## config.mk

```make
export PLATFORM = sky130hd
export DESIGN_NAME = alu_decode_stage
export DESIGN_NICKNAME = d
export VERILOG_FILES = /design/src/rtl/alu_decode_stage_pkg.sv /design/src/rtl/alu_decode_stage_decoder.sv /design/src/rtl/alu_decode_stage.sv
export SDC_FILE = /design/constraint.sdc
export NUM_CORES = 1
export LEC_CHECK = 0
export CORE_MARGIN = 1.5
export CORE_UTILIZATION = 50
export CTS_CLUSTER_DIAMETER = 40
export CTS_CLUSTER_SIZE = 12
export DETAILED_ROUTE_END_ITERATION = 16
export GPL_ROUTABILITY_DRIVEN = 1
export GPL_TIMING_DRIVEN = 0
export PLACE_DENSITY_LB_ADDON = 0.15
export SYNTH_ARGS = -nofsm -noshare
export SYNTH_HDL_FRONTEND = slang
export SYNTH_HIERARCHICAL = 1
export SYNTH_SLANG_ARGS = --single-unit
export TNS_END_PERCENT = 100
```

## constraint.sdc

```tcl
create_clock -name clk -period 5.3 [get_ports clk]
set_input_delay 1.325 -clock clk [delete_from_list [all_inputs] [get_ports clk]]
set_output_delay 1.325 -clock clk [all_outputs]
set_load 0.03 [all_outputs]
```

## src/rtl/alu_decode_stage_pkg.sv

```systemverilog
// ---------------------------------------------------------------------------
// alu_decode_stage_pkg
//
// Purpose: shared definitions for the ALU decode stage. The `define block
// holds the processor_defines ALU opcode codes that the ALU itself consumes
// (including the reserved `ALU_NOP, which the ALU treats as "do nothing,
// do not write rd"). The package holds the RV32I opcode and funct7
// constants, the decoded-bundle struct and a small shamt helper.
//
// Ports: none (package only).
// Optional feature macro used elsewhere in this slice: ILLEGAL_COUNT_EN.
// ---------------------------------------------------------------------------
`ifndef ALU_DECODE_STAGE_PROCESSOR_DEFINES
`define ALU_DECODE_STAGE_PROCESSOR_DEFINES
`define ADD     5'h00
`define SUB     5'h01
`define SLL     5'h02
`define SLT     5'h03
`define SLTU    5'h04
`define XOR     5'h05
`define SRL     5'h06
`define SRA     5'h07
`define OR      5'h08
`define AND     5'h09
`define ADDI    5'h0A
`define SLTI    5'h0B
`define SLTIU   5'h0C
`define XORI    5'h0D
`define ORI     5'h0E
`define ANDI    5'h0F
`define SLLI    5'h10
`define SRLI    5'h11
`define SRAI    5'h12
`define LUI     5'h13
`define AUIPC   5'h14
`define ALU_NOP 5'h1F
`endif

package alu_decode_stage_pkg;

  // Major opcodes this stage understands; everything else is illegal.
  typedef enum logic [6:0] {
    OPC_OP     = 7'b0110011,
    OPC_OP_IMM = 7'b0010011,
    OPC_LUI    = 7'b0110111,
    OPC_AUIPC  = 7'b0010111
  } opcode_e;

  // funct7 values: the base encoding and the "alternate" one that selects
  // SUB / SRA / SRAI.
  localparam logic [6:0] F7_BASE = 7'b0000000;
  localparam logic [6:0] F7_ALT  = 7'b0100000;

  // Everything the downstream register-read / ALU stage needs for one
  // instruction, kept together so the output register and skid entry move
  // as a single unit.
  typedef struct packed {
    logic [31:0] pc;
    logic [31:0] imm;
    logic [4:0]  aluControl;
    logic [4:0]  rs1Addr;
    logic [4:0]  rs2Addr;
    logic [4:0]  rdAddr;
    logic        illegal;
  } decode_bundle_t;

  // The ALU expects the shift amount with its bit order reversed
  // (result[0] = shamt[4] ... result[4] = shamt[0]).
  function automatic logic [4:0] reverseShamt(input logic [4:0] shamt);
    logic [4:0] result;
    for (int i = 0; i < 5; i++) begin
      result[i] = shamt[4 - i];
    end
    return result;
  endfunction

endpackage

```

## src/rtl/alu_decode_stage_decoder.sv

```systemverilog
// ---------------------------------------------------------------------------
// alu_decoder
//
// Purpose: purely combinational RV32I instruction -> ALU control bundle
// decode for the OP, OP-IMM, LUI and AUIPC opcodes. Anything it does not
// recognise is flagged illegal and given `ALU_NOP so the ALU leaves rd alone;
// register fields are still passed through in that case.
//
// Ports:
//   i_instr       in  32  instruction word
//   o_aluControl  out  5  ALU opcode (processor_defines code)
//   o_imm         out 32  decoded immediate
//   o_rs1Addr     out  5  rs1 index (0 for LUI/AUIPC)
//   o_rs2Addr     out  5  rs2 index (0 for I-type, LUI, AUIPC)
//   o_rdAddr      out  5  rd index
//   o_illegal     out  1  instruction not decodable
// ---------------------------------------------------------------------------
module alu_decoder
  import alu_decode_stage_pkg::*;
(
  input  logic [31:0] i_instr,
  output logic [4:0]  o_aluControl,
  output logic [31:0] o_imm,
  output logic [4:0]  o_rs1Addr,
  output logic [4:0]  o_rs2Addr,
  output logic [4:0]  o_rdAddr,
  output logic        o_illegal
);

  logic [6:0] w_opcode;
  logic [2:0] w_funct3;
  logic [6:0] w_funct7;

  assign w_opcode = i_instr[6:0];
  assign w_funct3 = i_instr[14:12];
  assign w_funct7 = i_instr[31:25];

  // Start from "illegal, pass the register fields through" and let each
  // recognised encoding clear the illegal flag and fill in its own fields.
  // OP-IMM always zeroes rs2, even when the funct7 of a shift is bad, since
  // bits [24:20] are a shift amount rather than a register there.
  always_comb begin
    o_aluControl = `ALU_NOP;
    o_imm        = '0;
    o_rs1Addr    = i_instr[19:15];
    o_rs2Addr    = i_instr[24:20];
    o_rdAddr     = i_instr[11:7];
    o_illegal    = 1'b1;

    case (w_opcode)
      OPC_OP: begin
        if (w_funct7 == F7_BASE) begin
          o_illegal = 1'b0;
          case (w_funct3)
            3'b000: o_aluControl = `ADD;
            3'b001: o_aluControl = `SLL;
            3'b010: o_aluControl = `SLT;
            3'b011: o_aluControl = `SLTU;
            3'b100: o_aluControl = `XOR;
            3'b101: o_aluControl = `SRL;
            3'b110: o_aluControl = `OR;
            3'b111: o_aluControl = `AND;
          endcase
        end else if (w_funct7 == F7_ALT && w_funct3 == 3'b000) begin
          o_illegal    = 1'b0;
          o_aluControl = `SUB;
        end else if (w_funct7 == F7_ALT && w_funct3 == 3'b101) begin
          o_illegal    = 1'b0;
          o_aluControl = `SRA;
        end
      end

      OPC_OP_IMM: begin
        o_rs2Addr = '0;
        o_imm     = {{20{i_instr[31]}}, i_instr[31:20]};
        case (w_funct3)
          3'b000: begin o_illegal = 1'b0; o_aluControl = `ADDI;  end
          3'b010: begin o_illegal = 1'b0; o_aluControl = `SLTI;  end
          3'b011: begin o_illegal = 1'b0; o_aluControl = `SLTIU; end
          3'b100: begin o_illegal = 1'b0; o_aluControl = `XORI;  end
          3'b110: begin o_illegal = 1'b0; o_aluControl = `ORI;   end
          3'b111: begin o_illegal = 1'b0; o_aluControl = `ANDI;  end
          3'b001: begin
            o_imm = {27'd0, reverseShamt(i_instr[24:20])};
            if (w_funct7 == F7_BASE) begin
              o_illegal    = 1'b0;
              o_aluControl = `SLLI;
            end
          end
          3'b101: begin
            o_imm = {27'd0, reverseShamt(i_instr[24:20])};
            if (w_funct7 == F7_BASE) begin
              o_illegal    = 1'b0;
              o_aluControl = `SRLI;
            end else if (w_funct7 == F7_ALT) begin
              o_illegal    = 1'b0;
              o_aluControl = `SRAI;
            end
          end
        endcase
      end

      OPC_LUI: begin
        o_illegal    = 1'b0;
        o_aluControl = `LUI;
        o_imm        = {i_instr[31:12], 12'h000};
        o_rs1Addr    = '0;
        o_rs2Addr    = '0;
      end

      OPC_AUIPC: begin
        o_illegal    = 1'b0;
        o_aluControl = `AUIPC;
        o_imm        = {i_instr[31:12], 12'h000};
        o_rs1Addr    = '0;
        o_rs2Addr    = '0;
      end

      default: begin
      end
    endcase
  end

endmodule

```

## src/rtl/alu_decode_stage.sv

```systemverilog
// ---------------------------------------------------------------------------
// alu_decode_stage
//
// Purpose: decode stage between fetch and register-read/ALU. Takes an
// instruction word + PC over valid/ready, decodes it with alu_decoder and
// presents the bundle from a registered output with a one-entry skid buffer,
// so in_ready can be a register and throughput stays at one per cycle.
//
// Ports:
//   clk, rst (sync, active high), flush (drop everything held)
//   in_valid / in_ready / in_instr[31:0] / in_pc[31:0]      upstream side
//   out_valid / out_ready / out_pc / out_imm / out_alu_control
//   out_rs1_addr / out_rs2_addr / out_rd_addr / out_illegal  downstream side
//   illegal_count[CNT_W-1:0]  only when ILLEGAL_COUNT_EN is defined:
//                             saturating count of illegal bundles handed
//                             downstream; cleared by rst only.
//
// Configuration macro: ILLEGAL_COUNT_EN (undefined by default).
// ---------------------------------------------------------------------------
module alu_decode_stage
  import alu_decode_stage_pkg::*;
#(
  parameter int unsigned CNT_W = 16
)
(
  input  logic        clk,
  input  logic        rst,
  input  logic        flush,
  input  logic        in_valid,
  output logic        in_ready,
  input  logic [31:0] in_instr,
  input  logic [31:0] in_pc,
  output logic        out_valid,
  input  logic        out_ready,
  output logic [31:0] out_pc,
  output logic [31:0] out_imm,
  output logic [4:0]  out_alu_control,
  output logic [4:0]  out_rs1_addr,
  output logic [4:0]  out_rs2_addr,
  output logic [4:0]  out_rd_addr,
  output logic        out_illegal
`ifdef ILLEGAL_COUNT_EN
  ,
  output logic [CNT_W-1:0] illegal_count
`endif
);

  if (CNT_W < 1) begin : g_cntWidthCheck
    $error("alu_decode_stage: CNT_W must be at least 1");
  end

  logic [4:0]     w_aluControl;
  logic [31:0]    w_imm;
  logic [4:0]     w_rs1Addr;
  logic [4:0]     w_rs2Addr;
  logic [4:0]     w_rdAddr;
  logic           w_illegal;
  decode_bundle_t w_decoded;
  logic           w_accept;
  logic           w_transfer;

  decode_bundle_t r_out;
  decode_bundle_t r_skid;
  logic           r_outValid;
  logic           r_skidValid;
  logic           r_inReady;

  alu_decoder u_decoder (
    .i_instr      (in_instr),
    .o_aluControl (w_aluControl),
    .o_imm        (w_imm),
    .o_rs1Addr    (w_rs1Addr),
    .o_rs2Addr    (w_rs2Addr),
    .o_rdAddr     (w_rdAddr),
    .o_illegal    (w_illegal)
  );

  assign w_decoded = '{
    pc:         in_pc,
    imm:        w_imm,
    aluControl: w_aluControl,
    rs1Addr:    w_rs1Addr,
    rs2Addr:    w_rs2Addr,
    rdAddr:     w_rdAddr,
    illegal:    w_illegal
  };

  // r_inReady is only ever 1 while the skid entry is empty, so an accepted
  // word always has somewhere to go. Flush priority is handled in the
  // sequential block rather than here.
  assign w_accept   = in_valid && r_inReady;
  assign w_transfer = r_outValid && out_ready;

  // Output register + skid buffer. When the output slot is free (empty or
  // draining this cycle) it is refilled from the skid first, otherwise from
  // the decoder, which keeps program order. When the output is stalled a new
  // word parks in the skid and in_ready drops for the next cycle.
  always_ff @(posedge clk) begin
    if (rst) begin
      r_outValid  <= 1'b0;
      r_skidValid <= 1'b0;
      r_inReady   <= 1'b0;
      r_out       <= '0;
      r_skid      <= '0;
    end else if (flush) begin
      r_outValid  <= 1'b0;
      r_skidValid <= 1'b0;
      r_inReady   <= 1'b1;
    end else if (!r_outValid || w_transfer) begin
      r_inReady <= 1'b1;
      if (r_skidValid) begin
        r_out       <= r_skid;
        r_outValid  <= 1'b1;
        r_skidValid <= 1'b0;
      end else begin
        r_outValid <= w_accept;
        if (w_accept) begin
          r_out <= w_decoded;
        end
      end
    end else if (w_accept) begin
      r_skid      <= w_decoded;
      r_skidValid <= 1'b1;
      r_inReady   <= 1'b0;
    end else begin
      r_inReady <= !r_skidValid;
    end
  end

  assign in_ready        = r_inReady;
  assign out_valid       = r_outValid;
  assign out_pc          = r_out.pc;
  assign out_imm         = r_out.imm;
  assign out_alu_control = r_out.aluControl;
  assign out_rs1_addr    = r_out.rs1Addr;
  assign out_rs2_addr    = r_out.rs2Addr;
  assign out_rd_addr     = r_out.rdAddr;
  assign out_illegal     = r_out.illegal;

`ifdef ILLEGAL_COUNT_EN
  logic [CNT_W-1:0] r_illegalCount;

  // Counts illegal bundles actually handed downstream, including one that
  // leaves in the same cycle as a flush. Sticks at all-ones; only rst clears.
  always_ff @(posedge clk) begin
    if (rst) begin
      r_illegalCount <= '0;
    end else if (w_transfer && r_out.illegal && (r_illegalCount != '1)) begin
      r_illegalCount <= r_illegalCount + CNT_W'(1);
    end
  end

  assign illegal_count = r_illegalCount;
`endif

endmodule

```

---- Word level (Yosys, flattened, before mapping) ----
Memory sizes are Yosys's and may differ from the RTL's.
Index checks and enable logic that the tools add are counted.
cells by class
  eq/ne operators ......................... 12
  multiplexer cells ....................... 26
  bitwise logic cells ..................... 2
  reduce and logical (&&, ||, !) cells .... 18
operator list
  cell                                                                   count
  85-bit 2-to-1 mux                                                      2
  32-bit case mux with 2 select lines                                    1
  5-bit case mux with 8 select lines                                     1
  32-bit 2-to-1 mux                                                      1
  5-bit 2-to-1 mux                                                       6
  7-bit by 6-bit equality test with 1-bit output, second input constant  3
  5-bit case mux with 4 select lines                                     1
  7-bit by 5-bit equality test with 1-bit output, second input constant  2
  3-bit equality test, second input constant                             4
  1-bit 2-to-1 mux                                                       10
  4-bit 2-to-1 mux                                                       2
  7-bit logical NOT                                                      1
  3-bit by 2-bit equality test with 1-bit output, second input constant  2
  1-bit case mux with 3 select lines                                     2
  3-bit AND reduction                                                    2
  2-bit OR reduction                                                     3
  3-bit OR reduction                                                     2
  6-bit OR reduction                                                     1
  1-bit logical AND                                                      4
  3-bit by 1-bit equality test with 1-bit output, second input constant  1
  3-bit logical NOT                                                      1
  1-bit logical NOT                                                      2
  1-bit NOT                                                              2
  2-bit nonzero test                                                     1
  1-bit logical OR                                                       1
word-level totals
  flip-flop bits (word level) ............. 173
  memory bits (read-only) ................. 32
  bits of input ports ..................... 69
  output and inout port bits .............. 87
  logic and storage cells ................. 76
  memories ................................ 1
memory list
  name              depth  width  rd ports  clocked after Yosys merged registers in  write ports  line                            text
  (name not given)  8      4      1         0                                        0            alu_decode_stage_decoder.sv:54  case (w_funct3)

---- Longest topological paths before layout ----
  word-level depth ........................ 8
  gate-level depth with buffers ........... 10

---- By module ----
Netlist, hierarchy kept.
by module, submodules not included
  module            times used  cells an instance  area each (µm²)  sequential area each (µm²)
  alu_decode_stage  1           864                8287.9           3463.3
  alu_decoder       1           132                925.9            0.0

---- Least setup slack after synthesis ----
No wires, ideal clock.
  path kind ............................... input -> register
  start point ............................. input in_instr[12]
  end point ............................... register r_out, in the netlist out_alu_control[0]
  setup time .............................. 0.134 ns
  arrival ................................. 2.748 ns
  slack ................................... 2.418 ns
  stages on the path ...................... 9
  buffers on the path ..................... 0
  cells stage by stage .................... inv_1 -> ha_1 -> nor3b_1 -> a21o_1 -> o21bai_1 -> o311ai_1 -> mux2_2 -> nor4_1 -> a211oi_1
between the ends
  cells in the longest elaborated chain, start to end .. 7
  elaborated cells between the ends (all ways) .. 16
ends and longest elaborated chain
  what                                                                      line                            text
  start: declaration                                                        alu_decode_stage.sv:31          input logic [31:0] in_instr,
  parallel branches: the longest is 4 deep, another holds memory 8 x 4 bit  --
  5-bit case mux with 4 select lines *                                      alu_decode_stage_decoder.sv:50  case (w_opcode)
  via w_aluControl[0]                                                       alu_decode_stage.sv:52          logic [4:0] w_aluControl;
  85-bit 2-to-1 mux *                                                       alu_decode_stage.sv:117         if (w_accept) begin
  85-bit 2-to-1 mux *                                                       alu_decode_stage.sv:111         if (r_skidValid) begin
  end signal: assignment                                                    alu_decode_stage.sv:112         r_out <= r_skid;
  end signal: assignment                                                    alu_decode_stage.sv:118         r_out <= w_decoded;
  end: declaration                                                          alu_decode_stage.sv:62          decode_bundle_t r_out;
Mark *: on every way through the listed nets, which the timed path passes. The select of a mux whose other input is x is not followed.
A chain may end at the register's enable or synchronous reset.

---- Worst setup path after layout ----
  start point ............................. input in_instr[13]
  end point ............................... register r_out, in the netlist out_alu_control[0]
The elaborated chain is that of the path after synthesis.

==> metrics.md <==
| Metric | Value |
|---|---|
| Flop2flop setup slack | `3.18 ns` |
| Worst-Margin Slew | `0.742 ns` |
| Area of the die | `0.0193 mm²` |
| Initial Utilization | `0.511` |
| Gpl congestion | `0.899` |
| Critical path origin | `in_instr[13]` |
| Core Rows | `49` |
| Initial antenna violation count | `2` |
| Unrepaired setup endpoints after global routing | `no` |
| Worst Setup End Kind | `flop` |
| Vias | `7627` |
| Hold Fails Final Rpt | `0` |
| Clock-pin slew on the worst setup and hold paths | `0.07 ns` |
| VDD IR max | `0.224 mV` |
| DRC | `0` |
| Number of gates resized after cts | `0` |
| Status | `finished clean` |
| IO buf count | `147` |
| DRT Wirelength | `24100 µm` |
| Worst Clk Skew | `0.00817 ns` |
| P per Cell Area | `274 mW/mm²` |
| Global route total overflow | `0` |
| FF-to-FF Start | `r_skidValid` |
| First-pass GRT wire length | `39200 µm` |
| Min Tclk post-route | `3.61 ns` |
| Post-CTS setup buffers | `0` |
| Final Util | `0.645` |
| DR pass1 iterations | `5` |
| Hold_buf cts | `0` |
| Share of the synthesized area in the top cell type | `0.376` |
| Asr flop ratio synth | `0` |
| H-Tree Depth | `4` |
| CP required | `5.60 ns` |
| Layout area overhead | `26.2%` |
| Post-synth EDFFs | `0` |
| Final ANT Viol Nets | `0` |
| Synth area leader | `dfxtp_1` |
| Vias in the first global route | `7605` |
| CTS tree | `built` |
| Filler Cell Count | `1570` |
| Final setup viols | `0` |
| CTS Buffer Depth | `2` |
| Post-route setup TNS | `0 ns` |
| Max Freq | `277 MHz` |
| Die Wd | `139 µm` |
| Ys Warns | `6` |
| Clk root buf | `clkbuf_16` |
| GR Util All Layers | `0.251` |
| Synthesized Nets | `1069` |
| Num Clock Sinks | `173` |
| Clock Latency Late Sink | `0.43 ns` |
| Fraction of layout cells with a size suffix above 1 | `0.140` |
| Syn Inst Count | `996` |
| Primary FF master, synth | `dfxtp_1` |
| Worst Path Max Fanout | `8` |
| Avg Vias per Cell | `5.42` |
| Leakage | `4.03 nW` |
| Mapped cell area | `0.00921 mm²` |
| DPL Wire Length | `17500 µm` |
| Max transition margin | `0.505` |
| Nets | `1235` |
| Final slew viol count | `0` |
| I/O pin count | `156` |
| Worst min-delay path category | `flop to flop` |
| Mean Syn Cell Area | `9.25 µm²` |
| Core region area | `0.0180 mm²` |
| Critical path class | `input port to flop` |
| Num CTS Buffers | `17` |
| 1st-iter DRT viols | `391` |
| Max-Cap Viols | `0` |
| Die height | `139 µm` |
| Critical Path Source Type | `input port` |
| Seq cells post-synth | `173` |
| Hold Crit Start | `out_rd_addr[3]` |
| Post-synthesis sequential area ratio | `0.376` |
| Worst Hold Slack | `0.454 ns` |
| Top area cells in the synthesized netlist | `dfxtp_1 38%, nand2b_1 12%, mux2_2 10%` |
| Avg WL per Cell | `17.2 µm` |
| Largest net degree at the start of global routing | `17` |
| Fin crit share | `0.681` |
| Crit path DAT | `3.91 ns` |
| Distinct cells, synth | `47` |
==> per-stage QoR <==
stage	setup WS, ns	cells	area, µm²	power (mW)
after floorplan	2.42	996	9210	1.63
after global placement	1.30	1372	11000	1.81
after detailed placement	1.30	1372	11000	1.81
after CTS	1.73	1404	11600	3.20
after global routing	1.58	1405	11600	3.30
final	1.69	1406	11600	3.19
==> logic make-up (layout without fill, tap and decap cells) <==
group / Yosys count / count (layout) / share of synthesized area
AND/OR/NAND/NOR: 314 / 314 / 0.214
multiplexers: 174 / 174 / 0.201
AO/OA/AOI/OAI: 138 / 138 / 0.111
buffers and inverters: 193 / 372 / 0.0927
flip-flops: 173 / 173 / 0.376
adder cells (fa/ha/maj): 4 / 4 / 0.00543
other: 0 / 2 / 0
==> worst max-delay path, cell delays in order <==
cell,delay [ns]
clkdlybuf4s50_1,0.70
inv_1,0.15
ha_1,0.26
nor3b_1,0.28
a21o_1,0.18
o21bai_1,0.19
o311ai_1,0.21
mux2_2,0.31
nor4_1,0.20
a211oi_1,0.09
==> area by class of cell <==
type	instances	area, µm²	share of cell area
Inverter	91	342	0.0294
Clock buffer	19	443	0.0381
Clock inverter	13	210	0.0181
Timing Repair Buffer	147	1470	0.127
Buffer	102	513	0.0441
Sequential cell	173	3460	0.298
Tap cell	229	287	0.0246
Multi-Input combinational cell	630	4900	0.421
Antenna cell	2	5.00	0.000430
==> report_power, final <==
group          total (mW)  leakage, nW  switching [mW]  internal (mW)
clock                1.40        0.314           0.547          0.853
sequential           1.35         1.40          0.0183           1.34
combinational       0.432         2.31           0.238          0.194
==> worst paths after layout <==
| check | endpoint | depth (start not counted) |
|---|---|---|
| worst max-delay path | out_alu_control[0] | 10 |
| worst min-delay path | out_rd_addr[3] | 2 |
| worst max register to register | out_pc[3] | 6 |
| worst min register to register | out_rd_addr[3] | 2 |
==> state kept, by name (all words and copies together) (netlist names), 5 cells and up <==
| signal | flops |
|---|---|
| out_rd_addr | 5 |
| out_rs1_addr | 5 |
| r_skid | 85 |
| out_pc | 32 |
| out_alu_control | 5 |
| out_imm | 32 |
| out_rs2_addr | 5 |
==> cells in the final DEF, fill, tap and decap left out, types with 3 or more instances in the layout <==
cell	n
a211oi_1	88
a21o_1	20
a21oi_1	7
and2_1	13
buf_2	18
buf_4	12
buf_6	8
bufinv_16	5
clkbuf_1	63
clkbuf_16	17
clkdlybuf4s50_1	147
dfxtp_1	173
ha_1	4
inv_1	90
inv_6	3
mux2_2	85
mux2i_1	89
nand2_1	5
nand2b_1	174
nor2_1	8
nor2b_1	8
nor4_1	90
nor4b_1	3
o21ai_0	3
o31ai_1	3
==> cell usage after synthesis (4+ instances only) <==
library cell / n
and2_1: 13
a21oi_1: 7
inv_1: 90
a211oi_1: 88
nor4_1: 90
nor2_1: 8
ha_1: 4
mux2_2: 85
nor2b_1: 8
mux2i_1: 89
dfxtp_1: 173
buf_6: 8
buf_2: 18
clkbuf_1: 62
nand2b_1: 174
nand2_1: 5
buf_4: 12
a21o_1: 20
==> layer usage <==
metal  global-route usage  vias up  wire, µm
met5                    0        -         0
met4               0.0773        0       420
met3               0.0363       30      1000
met2                0.415      179     11200
met1                0.341     3610     11600
li1                     -     3808         -
Note: power is estimated with default switching activity, not from simulation.
